$ cat config.mk
export PLATFORM = sky130hd
export DESIGN_NAME = ram_arb4
export DESIGN_NICKNAME = d
export VERILOG_FILES = /design/src/rtl/ram_arb4.sv
export SDC_FILE = /design/constraint.sdc
export NUM_CORES = 1
export LEC_CHECK = 0
export BUFFER_PORTS_ARGS = -buffer_cell sky130_fd_sc_hd__buf_2
export CAP_MARGIN = 20
export CORE_AREA = 2 2 80 82
export CTS_CLUSTER_SIZE = 30
export DETAILED_ROUTE_END_ITERATION = 6
export DIE_AREA = 0 0 82 84
export GPL_TIMING_DRIVEN = 0
export PLACE_DENSITY = 0.79
export RECOVER_POWER = 50
export REMOVE_ABC_BUFFERS = 1
export SETUP_SLACK_MARGIN = 0.05
export SYNTH_ARGS = -nofsm -noshare
export SYNTH_HDL_FRONTEND = slang
export SYNTH_SLANG_ARGS = --single-unit
$ cat constraint.sdc
create_clock -name clk -period 2.75 [get_ports clk]
set_input_delay 0.275 -clock clk [delete_from_list [all_inputs] [get_ports clk]]
set_output_delay 0.275 -clock clk [all_outputs]
set_load 0.05 [all_outputs]
$ cat src/rtl/ram_arb4.sv
// ram_arb4: four-requester round-robin arbiter in front of one port of a RAM.
// After reset the RAM is cleared by a linear write sweep (INIT); after that, requests are
// granted one per cycle in round-robin order and forwarded to the RAM through registers.
// Read returns are tagged with the requester index via a valid/id delay line that matches
// the RAM read latency.
//
// Ports:
//   clk          sole clock, posedge
//   reset_l      asynchronous active-low reset
//   req[3:0]     per-requester request
//   we[3:0]      per-requester write flag (1 = write, 0 = read)
//   addr         packed per-requester addresses, requester i at [i*ADDRWIDTH +: ADDRWIDTH]
//   wr_data      packed per-requester write data, requester i at [i*DATAWIDTH +: DATAWIDTH]
//   gnt[3:0]     one-hot-or-zero combinational grant
//   mem_addr     registered RAM address
//   mem_wr_data  registered RAM write data
//   mem_we       registered RAM write enable
//   mem_rd_data  RAM read data, valid RD_LAT cycles after mem_addr is registered
//   rd_valid     read return strobe
//   rd_id        requester index owning rd_valid
//   rd_data      read return data (mem_rd_data passed through)
//   init_done    high once the RAM clear sweep has finished
module ram_arb4 #(
  parameter int unsigned DATAWIDTH = 9,
  parameter int unsigned ADDRWIDTH = 9,
  parameter int unsigned RD_LAT    = 2
) (
  input  logic                   clk,
  input  logic                   reset_l,
  input  logic [3:0]             req,
  input  logic [3:0]             we,
  input  logic [4*ADDRWIDTH-1:0] addr,
  input  logic [4*DATAWIDTH-1:0] wr_data,
  output logic [3:0]             gnt,
  output logic [ADDRWIDTH-1:0]   mem_addr,
  output logic [DATAWIDTH-1:0]   mem_wr_data,
  output logic                   mem_we,
  input  logic [DATAWIDTH-1:0]   mem_rd_data,
  output logic                   rd_valid,
  output logic [1:0]             rd_id,
  output logic [DATAWIDTH-1:0]   rd_data,
  output logic                   init_done
);

  typedef enum logic [0:0] {StInit, StRun} state_e;

  state_e                 state_q, state_d;
  // One bit wider than the address: the MSB sets once every address has been issued.
  logic [ADDRWIDTH:0]     init_cnt_q, init_cnt_d;
  logic [1:0]             ptr_q, ptr_d;
  logic [ADDRWIDTH-1:0]   mem_addr_q, mem_addr_d;
  logic [DATAWIDTH-1:0]   mem_wr_data_q, mem_wr_data_d;
  logic                   mem_we_q, mem_we_d;
  logic                   init_done_q, init_done_d;
  logic [RD_LAT:0]        vld_q, vld_d;
  logic [RD_LAT:0][1:0]   id_q, id_d;

  logic                   gnt_any;
  logic [1:0]             gnt_idx;
  logic [1:0]             cand;
  logic                   rd_grant;
  logic [ADDRWIDTH-1:0]   addr_arr [4];
  logic [DATAWIDTH-1:0]   data_arr [4];

  // Unpack the per-requester buses so the granted one can be picked by index.
  always_comb begin
    for (int i = 0; i < 4; i++) begin
      addr_arr[i] = addr[i*ADDRWIDTH +: ADDRWIDTH];
      data_arr[i] = wr_data[i*DATAWIDTH +: DATAWIDTH];
    end
  end

  // Round-robin search starting at ptr; nothing is granted while the RAM is being cleared.
  always_comb begin
    gnt_any = 1'b0;
    gnt_idx = ptr_q;
    cand    = ptr_q;
    if (state_q == StRun) begin
      for (int k = 0; k < 4; k++) begin
        cand = ptr_q + 2'(k);
        if (!gnt_any && req[cand]) begin
          gnt_any = 1'b1;
          gnt_idx = cand;
        end
      end
    end
  end

  always_comb begin
    gnt = 4'b0000;
    if (gnt_any) begin
      gnt[gnt_idx] = 1'b1;
    end
  end

  assign rd_grant = gnt_any && !we[gnt_idx];

  always_comb begin
    state_d       = state_q;
    init_cnt_d    = init_cnt_q;
    ptr_d         = ptr_q;
    mem_addr_d    = mem_addr_q;
    mem_wr_data_d = mem_wr_data_q;
    mem_we_d      = 1'b0;
    init_done_d   = init_done_q;
    unique case (state_q)
      StInit: begin
        if (init_cnt_q[ADDRWIDTH]) begin
          // Last clear write is being presented now; RUN starts with mem_we low.
          state_d     = StRun;
          init_done_d = 1'b1;
        end else begin
          mem_addr_d    = init_cnt_q[ADDRWIDTH-1:0];
          mem_wr_data_d = '0;
          mem_we_d      = 1'b1;
          init_cnt_d    = init_cnt_q + {{ADDRWIDTH{1'b0}}, 1'b1};
        end
      end
      StRun: begin
        if (gnt_any) begin
          mem_addr_d    = addr_arr[gnt_idx];
          mem_wr_data_d = data_arr[gnt_idx];
          mem_we_d      = we[gnt_idx];
          ptr_d         = gnt_idx + 2'd1;
        end
      end
      default: state_d = StInit;
    endcase
  end

  // Read-return delay line: stage 0 loads at the granting edge, stage RD_LAT lines up
  // with mem_rd_data.
  always_comb begin
    vld_d    = vld_q;
    id_d     = id_q;
    vld_d[0] = rd_grant;
    id_d[0]  = gnt_idx;
    for (int unsigned k = 1; k <= RD_LAT; k++) begin
      vld_d[k] = vld_q[k-1];
      id_d[k]  = id_q[k-1];
    end
  end

  always_ff @(posedge clk or negedge reset_l) begin
    if (!reset_l) begin
      state_q       <= StInit;
      init_cnt_q    <= '0;
      ptr_q         <= 2'd0;
      mem_addr_q    <= '0;
      mem_wr_data_q <= '0;
      mem_we_q      <= 1'b0;
      init_done_q   <= 1'b0;
      vld_q         <= '0;
      id_q          <= '0;
    end else begin
      state_q       <= state_d;
      init_cnt_q    <= init_cnt_d;
      ptr_q         <= ptr_d;
      mem_addr_q    <= mem_addr_d;
      mem_wr_data_q <= mem_wr_data_d;
      mem_we_q      <= mem_we_d;
      init_done_q   <= init_done_d;
      vld_q         <= vld_d;
      id_q          <= id_d;
    end
  end

  assign mem_addr    = mem_addr_q;
  assign mem_wr_data = mem_wr_data_q;
  assign mem_we      = mem_we_q;
  assign init_done   = init_done_q;
  assign rd_valid    = vld_q[RD_LAT];
  assign rd_id       = id_q[RD_LAT];
  assign rd_data     = mem_rd_data;

endmodule
==> impl_metrics.prom, run 1 <==
# TYPE chip_impl_metric gauge
chip_impl_metric{name="finalSetupViolCount",unit=""} 0
chip_impl_metric{name="drive_gt1_frac",unit=""} 0.361
chip_impl_info{name="crit_chain",value="a21bo_1 > o211a_2 > mux2i_4 > buf_12 > clkinv_4 > ha_1 > and2_1 > buf_2"} 1
chip_impl_info{name="result_of_the_run",value="complete, but fails checks"} 1
chip_impl_metric{name="areaGrowthSynthToFinish",unit="%"} 25.4
chip_impl_metric{name="place.detailed.hpwl",unit="mm"} 4.89
chip_impl_metric{name="clk-insertion-delay-late",unit="ns"} 0.29
chip_impl_info{name="critPathCaptureType",value="output port"} 1
chip_impl_info{name="rsz0062_at_grt",value="true"} 1
chip_impl_metric{name="nFillCells",unit=""} 541
chip_impl_metric{name="rows",unit=""} 29
chip_impl_metric{name="dr.pass1.iters",unit=""} 4
chip_impl_metric{name="ys_async_sr_fraction",unit=""} 1.00
chip_impl_metric{name="start_util",unit=""} 0.451
chip_impl_metric{name="routed_wire_length_per_instance",unit="um"} 15.2
chip_impl_metric{name="timing.final.hold_violations",unit=""} 0
chip_impl_metric{name="diodes",unit=""} 0
chip_impl_metric{name="postSynthCellCount",unit=""} 276
chip_impl_info{name="postSynth.topFlopCell",value="dfrtp_1"} 1
chip_impl_metric{name="worst-path-max-fanout",unit=""} 10
chip_impl_info{name="worst_setup_path_start_kind",value="register"} 1
chip_impl_metric{name="clock_sinks",unit=""} 42
chip_impl_metric{name="worst-endpoint-arrival",unit="ns"} 2.33
chip_impl_info{name="worst_path_max_delay_cell",value="dfrtp_1"} 1
chip_impl_metric{name="worst_slew_pin_slew",unit="ns"} 2.24
chip_impl_metric{name="synth.ff_latch_count",unit=""} 42
chip_impl_metric{name="vdd.ir_drop.worst",unit="mV"} 0.176
chip_impl_metric{name="dieWidth",unit="um"} 82
chip_impl_metric{name="worst_ep_required_time",unit="ns"} 2.48
chip_impl_metric{name="place_congestion",unit=""} 0.818
chip_impl_metric{name="drt_drc_violations_left",unit=""} 0
chip_impl_metric{name="power_switching_share",unit=""} 0.243
chip_impl_metric{name="placed_cells_incl_taps",unit=""} 439
chip_impl_metric{name="cap_viol_max_count",unit=""} 1
chip_impl_metric{name="final_core_util",unit=""} 0.566
chip_impl_metric{name="worst_path_largest_cell_delay",unit="ns"} 0.46
chip_impl_info{name="timing.hold.worst.class",value="in -> reg"} 1
chip_impl_metric{name="power_report.internal_total",unit="mW"} 0.904
chip_impl_metric{name="post_synth_instance_area",unit="um2"} 2750
chip_impl_metric{name="tritoncts.num_buffers",unit=""} 5
chip_impl_metric{name="clock_tree.buffer_depth",unit=""} 2
chip_impl_metric{name="syn-mean-instance-area",unit="um2"} 9.96
chip_impl_metric{name="grt_start_max_net_pins",unit=""} 43
chip_impl_info{name="violated_checks",value="capacitance limit, slew limit"} 1
chip_impl_metric{name="relSlewSlack",unit=""} -0.490
chip_impl_info{name="synth_top_cells_by_area",value="dfrtp_1 38%, mux2i_1 17%, nand2_1 4.1%"} 1
chip_impl_metric{name="fmax",unit="MHz"} 385
chip_impl_metric{name="nNetsFinal",unit=""} 475
chip_impl_metric{name="synth_edf_count",unit=""} 0
chip_impl_metric{name="yosys.area.top_type_share",unit=""} 0.382
chip_impl_metric{name="design.core.area",unit="um2"} 6100
chip_impl_metric{name="dr_total_vias",unit=""} 2505
chip_impl_metric{name="synth_cell_type_count",unit=""} 41
chip_impl_metric{name="maxSlewViolCount",unit=""} 43
chip_impl_metric{name="power_switching",unit="mW"} 0.291
chip_impl_metric{name="fin_skew",unit="ns"} 0.00297
chip_impl_metric{name="ys_seq_area_frac",unit=""} 0.382
chip_impl_metric{name="finalCritPeriodShare",unit=""} 0.945
chip_impl_info{name="clk_root_buffer_cell",value="clkbuf_8"} 1
chip_impl_metric{name="io_buffer_count",unit=""} 108
chip_impl_metric{name="post_drt_via_cell_ratio",unit=""} 5.48
chip_impl_metric{name="antenna_found_initial",unit=""} 0
chip_impl_metric{name="clock_power_share",unit=""} 0.346
chip_impl_metric{name="yosysWarningCount",unit=""} 0
chip_impl_metric{name="hold_ws",unit="ns"} 0.299
chip_impl_metric{name="global_route_wire_length_before_repair",unit="mm"} 10.7
chip_impl_metric{name="antenna_violation_net_count_after_detailed_routing",unit=""} 0
chip_impl_metric{name="power.share.sequential",unit=""} 0.522
chip_impl_metric{name="fin_crit",unit="ns"} 2.60
chip_impl_info{name="tritoncts",value="done"} 1
chip_impl_metric{name="cellLeakagePower",unit="nW"} 1.76
chip_impl_metric{name="design.die.area",unit="um2"} 6890
chip_impl_metric{name="fin_total_pwr",unit="mW"} 1.20
chip_impl_metric{name="final-instance-count-excl-fill",unit=""} 457
chip_impl_metric{name="grt_remaining_overflow",unit=""} 0
chip_impl_metric{name="clkSlewWorstSetupHoldPaths",unit="ns"} 0.08
chip_impl_metric{name="detail_route.wirelength",unit="mm"} 6.94
chip_impl_metric{name="cts_max_level",unit=""} 2
chip_impl_metric{name="power_density",unit="nW/um2"} 346
chip_impl_metric{name="chipHeight",unit="um"} 84
chip_impl_info{name="path_class",value="reg -> out"} 1
chip_impl_metric{name="comb_power_share",unit=""} 0.132
chip_impl_metric{name="pin_count",unit=""} 127
chip_impl_metric{name="detail_route.iter0.violations",unit=""} 131
chip_impl_metric{name="total_negative_slack_for_setup_checks",unit="ns"} 0
chip_impl_metric{name="first_global_vias",unit=""} 2254
chip_impl_metric{name="globalRouteTotalUtil",unit=""} 0.197
chip_impl_info{name="synth_largest_area_cell",value="dfrtp_1"} 1
## metrics by stage
| step | worst slack (ns) | area (um2) |
|---|---|---|
| after floorplan | -0.320 | 2590 |
| after global placement | -0.889 | 3230 |
| after detailed placement | -0.284 | 3250 |
| after CTS | 0.0156 | 3370 |
| after global routing | 0.0334 | 3450 |
| final | 0.150 | 3450 |
## power groups by stage
stage          sequential (mW)  combinational (mW)  clock (mW)
2_1_floorplan            0.640              0.0629           0
3_3_place_gp             0.636               0.150           0
3_5_place_dp             0.636               0.158           0
4_1_cts                  0.624               0.160       0.415
5_1_grt                  0.625               0.176       0.446
6_report                 0.624               0.158       0.413
## sequential cells by signal, summed over array words and instances, names as in the netlist
register     count
id_d             4
init_cnt_q      10
init_done        1
mem_addr         9
mem_we           1
mem_wr_data      9
ptr_q            2
rd_id            2
state_q          1
vld_q            3
## cells in the mapped netlist (2+ instances only)
cell type and count:
mux2i_1 47, dfrtp_1 42, nand2_1 30, nor2_1 13, a21oi_1 12, o21ai_1 11
buf_4 10, a211o_1 9, a21o_1 9, o211ai_1 9, o21ai_0 9, o221a_1 9
nand2b_1 6, xnor2_1 6, and2_1 5, clkbuf_1 5, ha_1 5, buf_6 4
buf_2 3, inv_1 3, inv_2 3, nand3_1 3, buf_1 2, nand4_1 2
nor3_1 2, xor2_1 2
## kinds of logic after synthesis
group | count (synthesis) | share of synthesized area
xor gates and xnor gates | 8 | 0.0255
AOI/OAI and AO/OA | 76 | 0.208
muxes | 49 | 0.183
DFF | 42 | 0.382
buffers and inverters | 30 | 0.0669
adders and majority gates | 5 | 0.0227
and+or+nand+nor | 66 | 0.111
## what timing repair did
item,CTS,global route
hold buffers,0,0
gates cloned,0,1
buffers inserted,2,7
setup endpoints to repair,8,4
gates resized for setup,5,6
pin swaps,1,0
## metal layers
metal	global-route usage	vias up	part of all wire
li1	-	1204	-
met1	0.250	1186	0.41
met5	0	-	0
met2	0.327	102	0.51
met3	0.0422	13	0.062
met4	0.0652	0	0.017
## critical path, delay by kind of cell (launching register included)
kind / cells / cell delay (ns)
mux: 1 / 0.23
flops: 1 / 0.46
buf+inv: 3 / 0.42
simple gates: 1 / 0.12
compound gates: 2 / 0.60
fa+ha+maj: 1 / 0.17
## cell type report
type                    count  area [um2]  area share
clock buffers               7        86.3      0.0250
clock inverters             1        5.00     0.00145
inverters                   6        31.3     0.00907
multi-input cells         204        1520       0.441
flip-flops and latches     42        1060       0.306
well taps                  77        96.3      0.0279
repair buffers            119         647       0.188
repair inverters            1        5.00     0.00145
## cells in the final DEF (no fill, tap or decap), types with 2 or more instances in the layout
cell        n
o211ai_1    9
clkinv_2    2
nand2b_1    6
dfrtp_1    40
nand2_1    30
nor3_1      2
o221a_1     9
a211o_1     9
nor2_1     13
buf_4       7
a21o_1      9
clkbuf_1    4
nand3_1     3
nand4_1     2
ha_1        5
inv_1       2
o21ai_1    11
o21ai_0     9
inv_2       2
and2_1      5
xnor2_1     6
buf_6       2
a21oi_1    12
xor2_1      2
clkbuf_8    6
buf_2     105
mux2i_1    47
## worst paths after layout
check	startpoint	slack, ns	cells after the start	end
worst max-delay path	ptr_q[1]	0.15	8	gnt[2]
worst min-delay path	wr_data[35]	0.30	3	mem_wr_data[8]
worst max register to register	state_q	0.53	7	mem_wr_data[8]
worst min register to register	vld_q[1]	0.35	0	vld_q[2]
max in group asynchronous	reset_l	0.55	1	ptr_q[0]
min in group asynchronous	reset_l	0.63	1	mem_wr_data[6]
Note: power is estimated with default switching activity, not from simulation.
==> run 2: changes to the inputs <==
clock period = 2.95 ns   (was 2.75 ns; I/O delays follow)
==> run 2 against run 1 <==
  * The run still ends with capacitance limit, slew limit left
  * Flip-flop and latch count is the same
  * Non-clock buffer count decreased by 5
  * Via count shrank 2.1%
  * Critical endpoint is now gnt[3]
  * Largest power group unchanged
==> impl_metrics.prom, run 2 (synthesis gave the netlist of run 1 again) <==
# TYPE chip_impl_metric gauge
chip_impl_metric{name="fin_crit",unit="ns"} 2.75
chip_impl_metric{name="dr_total_vias",unit=""} 2453
chip_impl_metric{name="clock_sinks",unit=""} 42
chip_impl_metric{name="nFillCells",unit=""} 554
chip_impl_metric{name="final-instance-count-excl-fill",unit=""} 451
chip_impl_metric{name="fmax",unit="MHz"} 363
chip_impl_metric{name="relSlewSlack",unit=""} -0.491
chip_impl_metric{name="diodes",unit=""} 0
chip_impl_metric{name="start_util",unit=""} 0.451
chip_impl_metric{name="cellLeakagePower",unit="nW"} 1.73
chip_impl_metric{name="design.core.area",unit="um2"} 6100
chip_impl_metric{name="globalRouteTotalUtil",unit=""} 0.196
chip_impl_metric{name="fin_total_pwr",unit="mW"} 1.11
chip_impl_metric{name="finalCritPeriodShare",unit=""} 0.933
chip_impl_metric{name="grt_remaining_overflow",unit=""} 0
chip_impl_info{name="path_class",value="reg -> out"} 1
chip_impl_metric{name="maxSlewViolCount",unit=""} 43
chip_impl_metric{name="dr.pass1.iters",unit=""} 4
chip_impl_metric{name="rows",unit=""} 29
chip_impl_metric{name="timing.final.hold_violations",unit=""} 0
chip_impl_metric{name="power_report.internal_total",unit="mW"} 0.845
chip_impl_metric{name="placed_cells_incl_taps",unit=""} 439
chip_impl_info{name="violated_checks",value="capacitance limit, slew limit"} 1
chip_impl_metric{name="clkSlewWorstSetupHoldPaths",unit="ns"} 0.08
chip_impl_metric{name="place.detailed.hpwl",unit="mm"} 4.89
chip_impl_metric{name="cts_max_level",unit=""} 2
chip_impl_metric{name="first_global_vias",unit=""} 2246
chip_impl_metric{name="nNetsFinal",unit=""} 469
chip_impl_metric{name="dp_worst_setup_slack",unit="ns"} -0.104
chip_impl_info{name="worst_path_max_delay_cell",value="dfrtp_1"} 1
chip_impl_metric{name="setup_ws",unit="ns"} 0.197
chip_impl_metric{name="worst_ep_required_time",unit="ns"} 2.65
chip_impl_metric{name="chipHeight",unit="um"} 84
chip_impl_metric{name="io_buffer_count",unit=""} 108
chip_impl_metric{name="place_congestion",unit=""} 0.818
chip_impl_metric{name="pin_count",unit=""} 127
chip_impl_metric{name="design.die.area",unit="um2"} 6890
chip_impl_metric{name="drt_drc_violations_left",unit=""} 0
chip_impl_info{name="most_common_cell_after_layout_fill_and_taps_aside",value="buf_2"} 1
chip_impl_metric{name="cap_viol_max_count",unit=""} 1
chip_impl_metric{name="worst-endpoint-arrival",unit="ns"} 2.46
chip_impl_info{name="layout.cells.most_common_list",value="104 x buf_2, 47 x mux2i_1, 41 x dfrtp_1"} 1
chip_impl_metric{name="areaGrowthSynthToFinish",unit="%"} 23.0
chip_impl_metric{name="detail_route.wirelength",unit="mm"} 6.74
chip_impl_info{name="crit_chain",value="a21bo_1 > o211a_2 > mux2i_4 > buf_4 > ha_1 > and2_1 > buf_2"} 1
chip_impl_metric{name="power_switching_share",unit=""} 0.238
chip_impl_info{name="rsz0062_at_grt",value="false"} 1
chip_impl_metric{name="clock_tree.buffer_depth",unit=""} 2
chip_impl_info{name="clk_root_buffer_cell",value="clkbuf_8"} 1
chip_impl_metric{name="number_of_flip_flops_in_the_largest_register",unit=""} 10
chip_impl_metric{name="final_core_util",unit=""} 0.555
chip_impl_info{name="worst_setup_path_start_kind",value="register"} 1
chip_impl_metric{name="power.share.sequential",unit=""} 0.524
chip_impl_metric{name="global_route_wire_length_before_repair",unit="mm"} 10.6
chip_impl_metric{name="clock_power_share",unit=""} 0.341
chip_impl_metric{name="antenna_found_initial",unit=""} 0
chip_impl_metric{name="postCtsHoldBufs",unit=""} 0
chip_impl_metric{name="grt_start_max_net_pins",unit=""} 43
chip_impl_metric{name="clk-insertion-delay-late",unit="ns"} 0.29
chip_impl_info{name="timing.hold.worst.class",value="in -> reg"} 1
chip_impl_info{name="critPathCaptureType",value="output port"} 1
chip_impl_metric{name="fin_skew",unit="ns"} 0.00298
chip_impl_info{name="tritoncts",value="done"} 1
chip_impl_info{name="largest-register",value="init_cnt_q"} 1
chip_impl_metric{name="worst_slew_pin_slew",unit="ns"} 2.24
chip_impl_metric{name="tritoncts.num_buffers",unit=""} 5
chip_impl_info{name="result_of_the_run",value="complete, but fails checks"} 1
chip_impl_metric{name="detail_route.iter0.violations",unit=""} 106
chip_impl_metric{name="power_switching",unit="mW"} 0.264
chip_impl_metric{name="drive_gt1_frac",unit=""} 0.342
chip_impl_metric{name="routed_wire_length_per_instance",unit="um"} 14.9
chip_impl_metric{name="worst-path-max-fanout",unit=""} 11
chip_impl_metric{name="worst_path_largest_cell_delay",unit="ns"} 0.46
chip_impl_metric{name="vdd.ir_drop.worst",unit="mV"} 0.166
chip_impl_metric{name="power_density",unit="nW/um2"} 328
chip_impl_metric{name="antenna_violation_net_count_after_detailed_routing",unit=""} 0
chip_impl_metric{name="comb_power_share",unit=""} 0.135
chip_impl_metric{name="finalSetupViolCount",unit=""} 0
chip_impl_metric{name="post_drt_via_cell_ratio",unit=""} 5.44
chip_impl_metric{name="dieWidth",unit="um"} 82
==> run 2: cell types whose count changed in the layout (fill, tap and decap cells not counted), sizes merged <==
cell      change
buf           -6
clkinv        -2
inv           +2
clkbuf        +1
clkinvlp      -1
==> run 2: worst paths after layout <==
path	startpoint	to	slack [ns]	cells past startpoint
worst max-delay path	ptr_q[1]	gnt[3]	0.20	7
worst min-delay path	wr_data[35]	mem_wr_data[8]	0.33	3
worst max register to register	state_q	mem_wr_data[8]	0.54	7
worst min register to register	vld_q[1]	vld_q[2]	0.35	0
max in group asynchronous	reset_l	ptr_q[0]	0.86	1
min in group asynchronous	reset_l	mem_wr_data[6]	0.66	1
==> run 2: critical path: cells and delay by family (launching register included) <==
family	cells	cell delay [ns]
compound gates	2	0.60
buf+inv	2	0.51
flops	1	0.46
mux	1	0.32
fa+ha+maj	1	0.15
simple gates	1	0.10
==> run 2: what timing repair did <==
item                       in CTS  in global routing
setup endpoints to repair       3                  4
setup buffers                   1                  3
pin swaps                       0                  1
resized for setup               3                  3
==> run 2: power groups by stage <==
| stage | sequential [mW] | clock, mW | combinational, mW |
|---|---|---|---|
| floorplan | 0.596 | 0 | 0.0586 |
| global placement | 0.593 | 0 | 0.140 |
| detailed placement | 0.593 | 0 | 0.147 |
| CTS | 0.581 | 0.387 | 0.148 |
| global route | 0.582 | 0.413 | 0.167 |
| finish | 0.582 | 0.378 | 0.150 |
==> run 2: cell type report <==
| cell class | count | area, um2 | share of cell area |
|---|---|---|---|
| clock inverters | 1 | 5.00 | 0.00148 |
| flip-flops and latches | 42 | 1050 | 0.311 |
| repair buffers | 114 | 592 | 0.175 |
| inverters | 6 | 27.5 | 0.00814 |
| clock buffers | 7 | 86.3 | 0.0255 |
| multi-input cells | 204 | 1520 | 0.450 |
| well taps | 77 | 96.3 | 0.0285 |
==> run 2: per-layer routing <==
layer  up-vias  wire length [um]  track usage  share of wire
met4         0               126       0.0652          0.019
li1       1188                 -            -              -
met5         -                 0            0              0
met2        93              3400        0.324           0.50
met1      1162              2810        0.250           0.42
met3        10               405       0.0422          0.060
==> run 2: per-stage QoR <==
step	cell area [um2]	TNS [ns]	hold slack [ns]
2_1_floorplan	2590	-0.312	-0.000591
3_3_place_gp	3230	-12.82	0.331
3_5_place_dp	3250	-0.191	0.335
4_1_cts	3360	0	0.173
5_1_grt	3380	0	0.329
6_report	3380	0	0.327
